<file path="config.mk">
export PLATFORM = sky130hd
export DESIGN_NAME = seq_detect_param
export DESIGN_NICKNAME = d
export VERILOG_FILES = /design/src/rtl/seq_detect_param.sv
export SDC_FILE = /design/constraint.sdc
export NUM_CORES = 1
export LEC_CHECK = 0
export CAP_MARGIN = 30
export CORE_AREA = 2 2 39 41
export CTS_CLUSTER_DIAMETER = 30
export DETAILED_ROUTE_END_ITERATION = 10
export DIE_AREA = 0 0 41 43
export DONT_BUFFER_PORTS = 1
export PLACE_DENSITY = 0.54
export SYNTH_ARGS = -nofsm -noshare
export SYNTH_HDL_FRONTEND = slang
export SYNTH_SLANG_ARGS = --single-unit
</file>
<file path="constraint.sdc">
create_clock -name clk -period 1.6 [get_ports clk]
set_input_delay 0.32 -clock clk [delete_from_list [all_inputs] [get_ports clk]]
set_output_delay 0.32 -clock clk [all_outputs]
set_load 0.005 [all_outputs]
</file>
<file path="src/rtl/seq_detect_param.sv">
// Serial pattern detector with overlap control and optional saturating match counter.
// Define SEQ_DET_CNT_EN to add the match_cnt port and its counter.
module seq_detect_param #(
  parameter int          PAT_LEN = 5,
  parameter logic [15:0] PATTERN = 16'b0000_0000_0001_1101,
  parameter int          CNT_W   = 16
) (
  input  logic             clk,
  input  logic             rst_n,
  input  logic             din,
  input  logic             din_vld,
  input  logic             clr,
  input  logic             overlap_en,
  output logic             match
`ifdef SEQ_DET_CNT_EN
  ,
  output logic [CNT_W-1:0] match_cnt
`endif
);

  localparam int FW = $clog2(PAT_LEN + 1);
  localparam logic [FW-1:0] FULL = FW'(PAT_LEN);

  if (PAT_LEN < 2 || PAT_LEN > 16 || CNT_W < 1) begin : g_bad_param
    $error("seq_detect_param: illegal PAT_LEN or CNT_W");
  end

  logic [PAT_LEN-1:0] hist;
  logic [PAT_LEN-1:0] hist_nxt;
  logic [FW-1:0]      fill;
  logic [FW-1:0]      fill_nxt;
  logic               hit;

  always_comb begin
    hist_nxt = {hist[PAT_LEN-2:0], din};
    fill_nxt = (fill == FULL) ? fill : fill + 1'b1;
    hit      = din_vld && (fill_nxt == FULL) && (hist_nxt == PATTERN[PAT_LEN-1:0]);
  end

  // A non-overlapping hit empties the fill count so none of its bits are reused.
  always_ff @(posedge clk or negedge rst_n) begin
    if (!rst_n) begin
      hist  <= '0;
      fill  <= '0;
      match <= 1'b0;
    end else if (clr) begin
      hist  <= '0;
      fill  <= '0;
      match <= 1'b0;
    end else begin
      match <= hit;
      if (din_vld) begin
        hist <= hist_nxt;
        fill <= (hit && !overlap_en) ? '0 : fill_nxt;
      end
    end
  end

`ifdef SEQ_DET_CNT_EN
  always_ff @(posedge clk or negedge rst_n) begin
    if (!rst_n) begin
      match_cnt <= '0;
    end else if (clr) begin
      match_cnt <= '0;
    end else if (hit && (match_cnt != {CNT_W{1'b1}})) begin
      match_cnt <= match_cnt + 1'b1;
    end
  end
`endif

endmodule

</file>
==> metrics.md, run 1 <==
| Metric | Value |
|---|---|
| Setup TNS | `0 ps` |
| GRT Residual Overflow | `0` |
| Top-count cell post-synth | `dfrtp_1` |
| Synth top area share | `0.4706` |
| Number of vias per cell | `roughly 5` |
| Pwr Density | `878.8 nW/um2` |
| Worst path max stage delay | `about 450 ps` |
| CTS tree | `yes` |
| Synth Cell Area | `425.4 um2` |
| Post-Route WL | `739 um` |
| Clk pin slew, worst setup/hold paths | `50 ps` |
| Critical-path cell list | `ha_1 > and3b_1 > or3_4 > o31ai_2` |
| Slew Limit Fails | `0` |
| GP Congestion | `approximately 0.70` |
| Most area-hungry cell type in the Yosys netlist | `dfrtp_1` |
| Final Hold Fails | `0` |
| Crit share post-route | `0.9475` |
| Fin area | `between 400 and 500 um2` |
| Ys Warns | `0` |
| Drt initial violations | `2` |
| Chip Height | `43 um` |
| # H-tree levels | `1` |
| Final setup vio count | `0` |
| Nets@finish | `53` |
| Gr usage total | `0.1201` |
| Hold Path Class | `in -> reg` |
| Synth top cells by count | `8 x dfrtp_1, 7 x nor2_1, 4 x mux2i_1` |
| Number of antenna diodes | `0` |
| Drt pass-1 iters | `2` |
| Via Count | `294` |
| Status | `completed` |
| Final ANT Viol Nets | `0` |
| R2r setup slk | `between 80 and 90 ps` |
| Layout overhead on the synthesized area | `14.41%` |
| Fillers | `between 100 and 150` |
| Vias in the first global route | `321` |
| CP Capture Type | `flop` |
| Seq cells post-synth | `8` |
| Area after DPL | `440.4 um2` |
| Headroom to the max-slew limit | `0.7502` |
| Final Power | `427.7 uW` |
| Die ar. | `between 1500 and 2000 um2` |
| Ys async rst share | `1.000` |
| Worst setup SP type | `flop` |
| Post-Syn Instances | `40` |
| Initial antenna violation count | `0` |
| Post-synth EDFFs | `0` |
| Layout cells sized above 1 | `0.2093` |
| Slowest-stage cell, CP | `dfrtp_2` |
| Starting density of the core | `0.3074` |
| Peak VDD IR | `0.0004311 V` |
| Clk Latency, worst-skew pair | `~250 ps` |
| Clock Root Buffer | `clkbuf_4` |
| Synth area leaders | `dfrtp_1 47%, mux2i_1 9.4%, nor2_1 6.2%` |
| Worst Tran Pin Value | `between 300 and 400 ps` |
| Drt drc | `0` |
| Syn nets | `48` |
| Post-synth cell types | `19` |
| First-pass GRT wire length | `1352 um` |
| Number of max-cap violations | `0` |
| FP Rows | `14` |
| Worst Path Arrival | `about 1700 ps` |
| WL/cell | `12.53 um` |
| Core Box Area | `1384 um2` |
| TritonCTS buffer count | `3` |
| Seq/Total Area, Yosys | `0.4706` |
| Avg Cell Area, Syn | `10.64 um2` |
| Worst Path Max Fanout | `5` |
| Worst Path Required | `about 1800 ps` |
| Fin Clk Skew | `3.616 ps` |
| P_leak | `0.2245 nW` |
| Max Root-Sink Buffers | `2` |
| Clk sinks | `8` |
| Die width | `41 um` |
| Largest net degree at the start of global routing | `9` |
| RSZ-0062 raised after global routing | `false` |
| I/O pin cnt | `7` |
| WS Path Type | `reg -> reg` |
| Fmax | `659.6 MHz` |
| Final HPWL DP | `588.3 um` |
| Minimum clock period | `approximately 1500 ps` |
| Most used DFF post-synth | `dfrtp_1` |
| Port Buf Inserts | `0` |
[layout by cell type, fill, tap and decap left out, types with 2 or more instances in the layout]
| master | n |
|---|---|
| a211oi_1 | 2 |
| and4b_1 | 2 |
| clkbuf_4 | 3 |
| dfrtp_1 | 7 |
| inv_1 | 2 |
| mux2i_1 | 4 |
| nor2_1 | 7 |
| nor3_1 | 2 |
[state kept, by name (all words and copies together) (netlist names)]
| name | flops |
|---|---|
| match | 1 |
| hist | 4 |
| fill | 3 |
[per-stage QoR]
stage               std cells  utilization  hold slack [ps]  setup WS (ps)
global placement           55       0.3183            24.58          43.64
detailed placement         55       0.3183            24.61          49.49
global route               59       0.3517            103.8          12.54
CTS                        59       0.3418            112.7          37.35
floorplan                  40            -            24.41          136.3
finish                     59       0.3517            125.0          83.94
[area by class of cell]
class	count	area (um2)	area share
inverter	3	11.26	0.02314
tap	16	20.02	0.04113
clock buffer	3	22.52	0.04627
multi-input combinational	28	221.5	0.4550
sequential	8	201.4	0.4139
timing repair buffer	1	10.01	0.02057
[report_power, final]
| part | total, mW | switching, mW | internal [mW] |
|---|---|---|---|
| registers | 0.223 | 0.0110 | 0.212 |
| logic | 0.0543 | 0.0257 | 0.0286 |
| clock network | 0.151 | 0.0651 | 0.0856 |
| total | 0.428 | 0.102 | 0.326 |
[routing by layer]
| layer | GRT usage | vias up | wire length, um |
|---|---|---|---|
| met5 | 0 | - | 0 |
| met4 | 0.04000 | 0 | 0 |
| met3 | 0.07853 | 0 | 40 |
| met2 | 0.1781 | 8 | 390 |
| met1 | 0.1340 | 136 | 308 |
| li1 | - | 150 | - |
[worst paths after layout]
path	from	endpoint	depth (start not counted)
worst max-delay path	fill[0]$_DFFE_PN0P_	fill[2]$_DFFE_PN0P_	4
min in group asynchronous	rst_n	hist[2]$_DFFE_PN0P_	1
worst min register to register	hist[0]$_DFFE_PN0P_	hist[0]$_DFFE_PN0P_	2
worst max register to register	fill[0]$_DFFE_PN0P_	fill[2]$_DFFE_PN0P_	4
worst min-delay path	clr	hist[1]$_DFFE_PN0P_	1
max in group asynchronous	rst_n	fill[0]$_DFFE_PN0P_	1
[kinds of logic (layout without fill, tap and decap cells)]
kind of cell,after synthesis,in the layout,synth area share
compound gates,5,5,0.1000
xor+xnor,1,1,0.02059
fa+ha+maj,2,2,0.05881
buf+inv,4,7,0.03822
flops,8,8,0.4706
mux,4,4,0.09412
simple gates,16,16,0.2176
[critical path, delay by kind of cell, from the launching register on]
| family | cells | cell delay [ps] |
|---|---|---|
| simple gates | 2 | 540 |
| flops | 1 | 450 |
| fa+ha+maj | 1 | 220 |
| compound gates | 1 | 210 |
[repair_timing]
action,in CTS,in global routing
endpoints found under the hold margin,8,0
resized for setup,0,3
endpoints found under the setup margin,0,3
buffers inserted,0,0
hold buffers,1,0
No activity file was read; power rests on OpenSTA's default activity.
==> run 2, diff against run 1 <==
BUFFER_PORTS_ARGS = -buffer_cell sky130_fd_sc_hd__buf_4   (was not set)
DONT_BUFFER_PORTS = not set   (was 1)
PLACE_DENSITY = 0.59   (was 0.54)
==> run 2 against run 1 <==
Compared with the run above:
- fmax shrank 0.31%
- final area up 13%
- clock power is 6% higher
- critical path depth up 1
- sequential power about the same
- cell count increased by 12%
- register-to-register slack is essentially flat
- largest power group unchanged
==> metrics.md, run 2 (synthesized netlist as in run 1, its figures left out) <==
| Metric | Value |
|---|---|
| Status | `completed` |
| Initial antenna violation count | `0` |
| Critical path origin | `fill[1]$_DFFE_PN0P_` |
| Fmax | `657.5 MHz` |
| GP Congestion | `between 0.7 and 0.8` |
| Pwr Density | `825.8 nW/um2` |
| Crit share post-route | `0.9505` |
| R2r setup slk | `80 ps` |
| Fin Clk Skew | `2.172 ps` |
| FF-to-FF End | `fill[2]$_DFFE_PN0P_` |
| Clock power share | `0.350` |
| Final setup vio count | `0` |
| Gr usage total | `0.1253` |
| TritonCTS buffer count | `3` |
| FP Rows | `14` |
| First-pass GRT wire length | `1380 um` |
| Final HPWL DP | `~570 um` |
| Largest regs | `hist x4, fill x3, match x1` |
| Hold Path Class | `in -> reg` |
| P_leak | `0.2626 nW` |
| Number of flip-flops in the largest register | `4` |
| Worst Path Arrival | `1690 ps` |
| Core Box Area | `1384 um2` |
| Minimum clock period | `1521 ps` |
| Reg2reg start | `fill[1]$_DFFE_PN0P_` |
| GRT Residual Overflow | `0` |
| Switching Share | `0.2609` |
| Headroom to the max-slew limit | `0.8125` |
| CP Capture Type | `flop` |
| # Post-CTS Setup Buffers | `0` |
| Largest net degree at the start of global routing | `9` |
| CTS tree | `yes` |
| # H-tree levels | `1` |
| Clk Latency, worst-skew pair | `between 200 and 300 ps` |
| Via Count | `approximately 320` |
| Port Buf Inserts | `6` |
| Final Hold Fails | `0` |
| Final ANT Viol Nets | `0` |
| Most frequent cells in the layout | `8 x dfrtp_1, 7 x nor2_1, 7 x buf_4, 4 x mux2i_1, 3 x clkbuf_4` |
| Setup TNS | `0 ps` |
| Reg2Reg Depth | `5` |
| Layout cells sized above 1 | `0.3200` |
| Starting density of the core | `0.3074` |
| Worst Path Max Fanout | `4` |
| CP endpoint | `fill[2]$_DFFE_PN0P_` |
| Drt initial violations | `0` |
| Drt drc | `0` |
| Worst Path Required | `~1800 ps` |
| Power share of the sequential group | `0.483` |
| Chip Height | `43 um` |
| Worst setup SP type | `flop` |
| Peak VDD IR | `0.0004076 V` |
| Clock Root Buffer | `clkbuf_4` |
| Max Root-Sink Buffers | `2` |
| Number of antenna diodes | `0` |
| RSZ-0062 raised after global routing | `false` |
| Sw Pwr | `118.9 uW` |
| I/O pin cnt | `7` |
| Number of vias per cell | `approximately 4.8` |
| Power share of the combinational group | `0.167` |
| WS Path Type | `reg -> reg` |
| Clk pin slew, worst setup/hold paths | `60 ps` |
| Clk sinks | `8` |
| Worst Tran Pin Value | `279.7 ps` |
| Slew Limit Fails | `0` |
| Vias in the first global route | `between 300 and 400` |
| Most common cell after layout, fill and taps aside | `dfrtp_1` |
| Post-Route WL | `808 um` |
| Layout overhead on the synthesized area | `29.71%` |
| Internal | `approximately 340 uW` |
| Most flop-heavy register | `hist` |
| Placed instance count | `62` |
| Nets@finish | `60` |
| Die width | `41 um` |
| Number of max-cap violations | `0` |
| Drt pass-1 iters | `1` |
| Post-Layout Cell Count | `66` |
| WL/cell | `roughly 12 um` |
| Die ar. | `1763 um2` |
-- run 2: worst min path at each step --
| stage | from | to | slack, ps | cells after the start |
|---|---|---|---|---|
| finish | clr | fill[1]$_DFFE_PN0P_ | 280 | 2 |
| global route | clr | hist[2]$_DFFE_PN0P_ | 280 | 2 |
| CTS | clr | hist[2]$_DFFE_PN0P_ | 270 | 2 |
| detailed placement | rst_n | hist[3]$_DFFE_PN0P_ | 150 | 1 |
| global placement | rst_n | hist[3]$_DFFE_PN0P_ | 140 | 1 |
| floorplan | rst_n | fill[0]$_DFFE_PN0P_ | 20 | 0 |
-- run 2: critical path: stages (launching register included) --
cell	delay [ps]
dfrtp_1	400
inv_1	100
ha_4	140
and3b_1	180
or3_4	380
o31ai_4	220
-- run 2: power groups by stage --
stage          clock network [mW]  registers (mW)  logic, mW
2_1_floorplan                   0           0.222     0.0396
3_3_place_gp                    0           0.222     0.0662
3_5_place_dp                    0           0.222     0.0667
4_1_cts                     0.168           0.219     0.0688
5_1_grt                     0.179           0.221     0.0882
6_report                    0.160           0.220     0.0760
-- run 2: final cells by class --
type,count,area [um2]
fillers,142,832.0
clock buffers,3,22.52
flip-flops and latches,8,200.2
multi-input cells,28,235.2
inverters,3,11.26
repair buffers,8,62.56
well taps,16,20.02
-- run 2: per-stage QoR --
step / worst slack [ps] / power, mW / util / area (um2) / hold slack, ps
final: 79.15 / 0.4557 / 0.3987 / 551.8 / 277.6
after global routing: 32.58 / 0.4879 / 0.3987 / 551.8 / 280.5
after CTS: 18.76 / 0.4555 / 0.3797 / 525.5 / 271.6
after detailed placement: 48.12 / 0.2890 / 0.3562 / 493.0 / 146.7
after global placement: 81.12 / 0.2883 / 0.3562 / 493.0 / 142.2
after floorplan: 136.3 / 0.2615 / - / 425.4 / 24.41
-- run 2: layer usage --
| layer | GRT usage | wire length [um] | vias to the layer above |
|---|---|---|---|
| li1 | - | - | 164 |
| met1 | 0.1541 | 370 | 138 |
| met2 | 0.1656 | 363 | 8 |
| met3 | 0.01571 | 27 | 5 |
| met4 | 0.1400 | 45 | 0 |
| met5 | 0 | 0 | - |
-- run 2: timing repair --
action	in CTS	in global routing
hold endpoints to repair	8	0
resized for setup	0	4
endpoints found under the setup margin	0	1
hold buffers	1	0
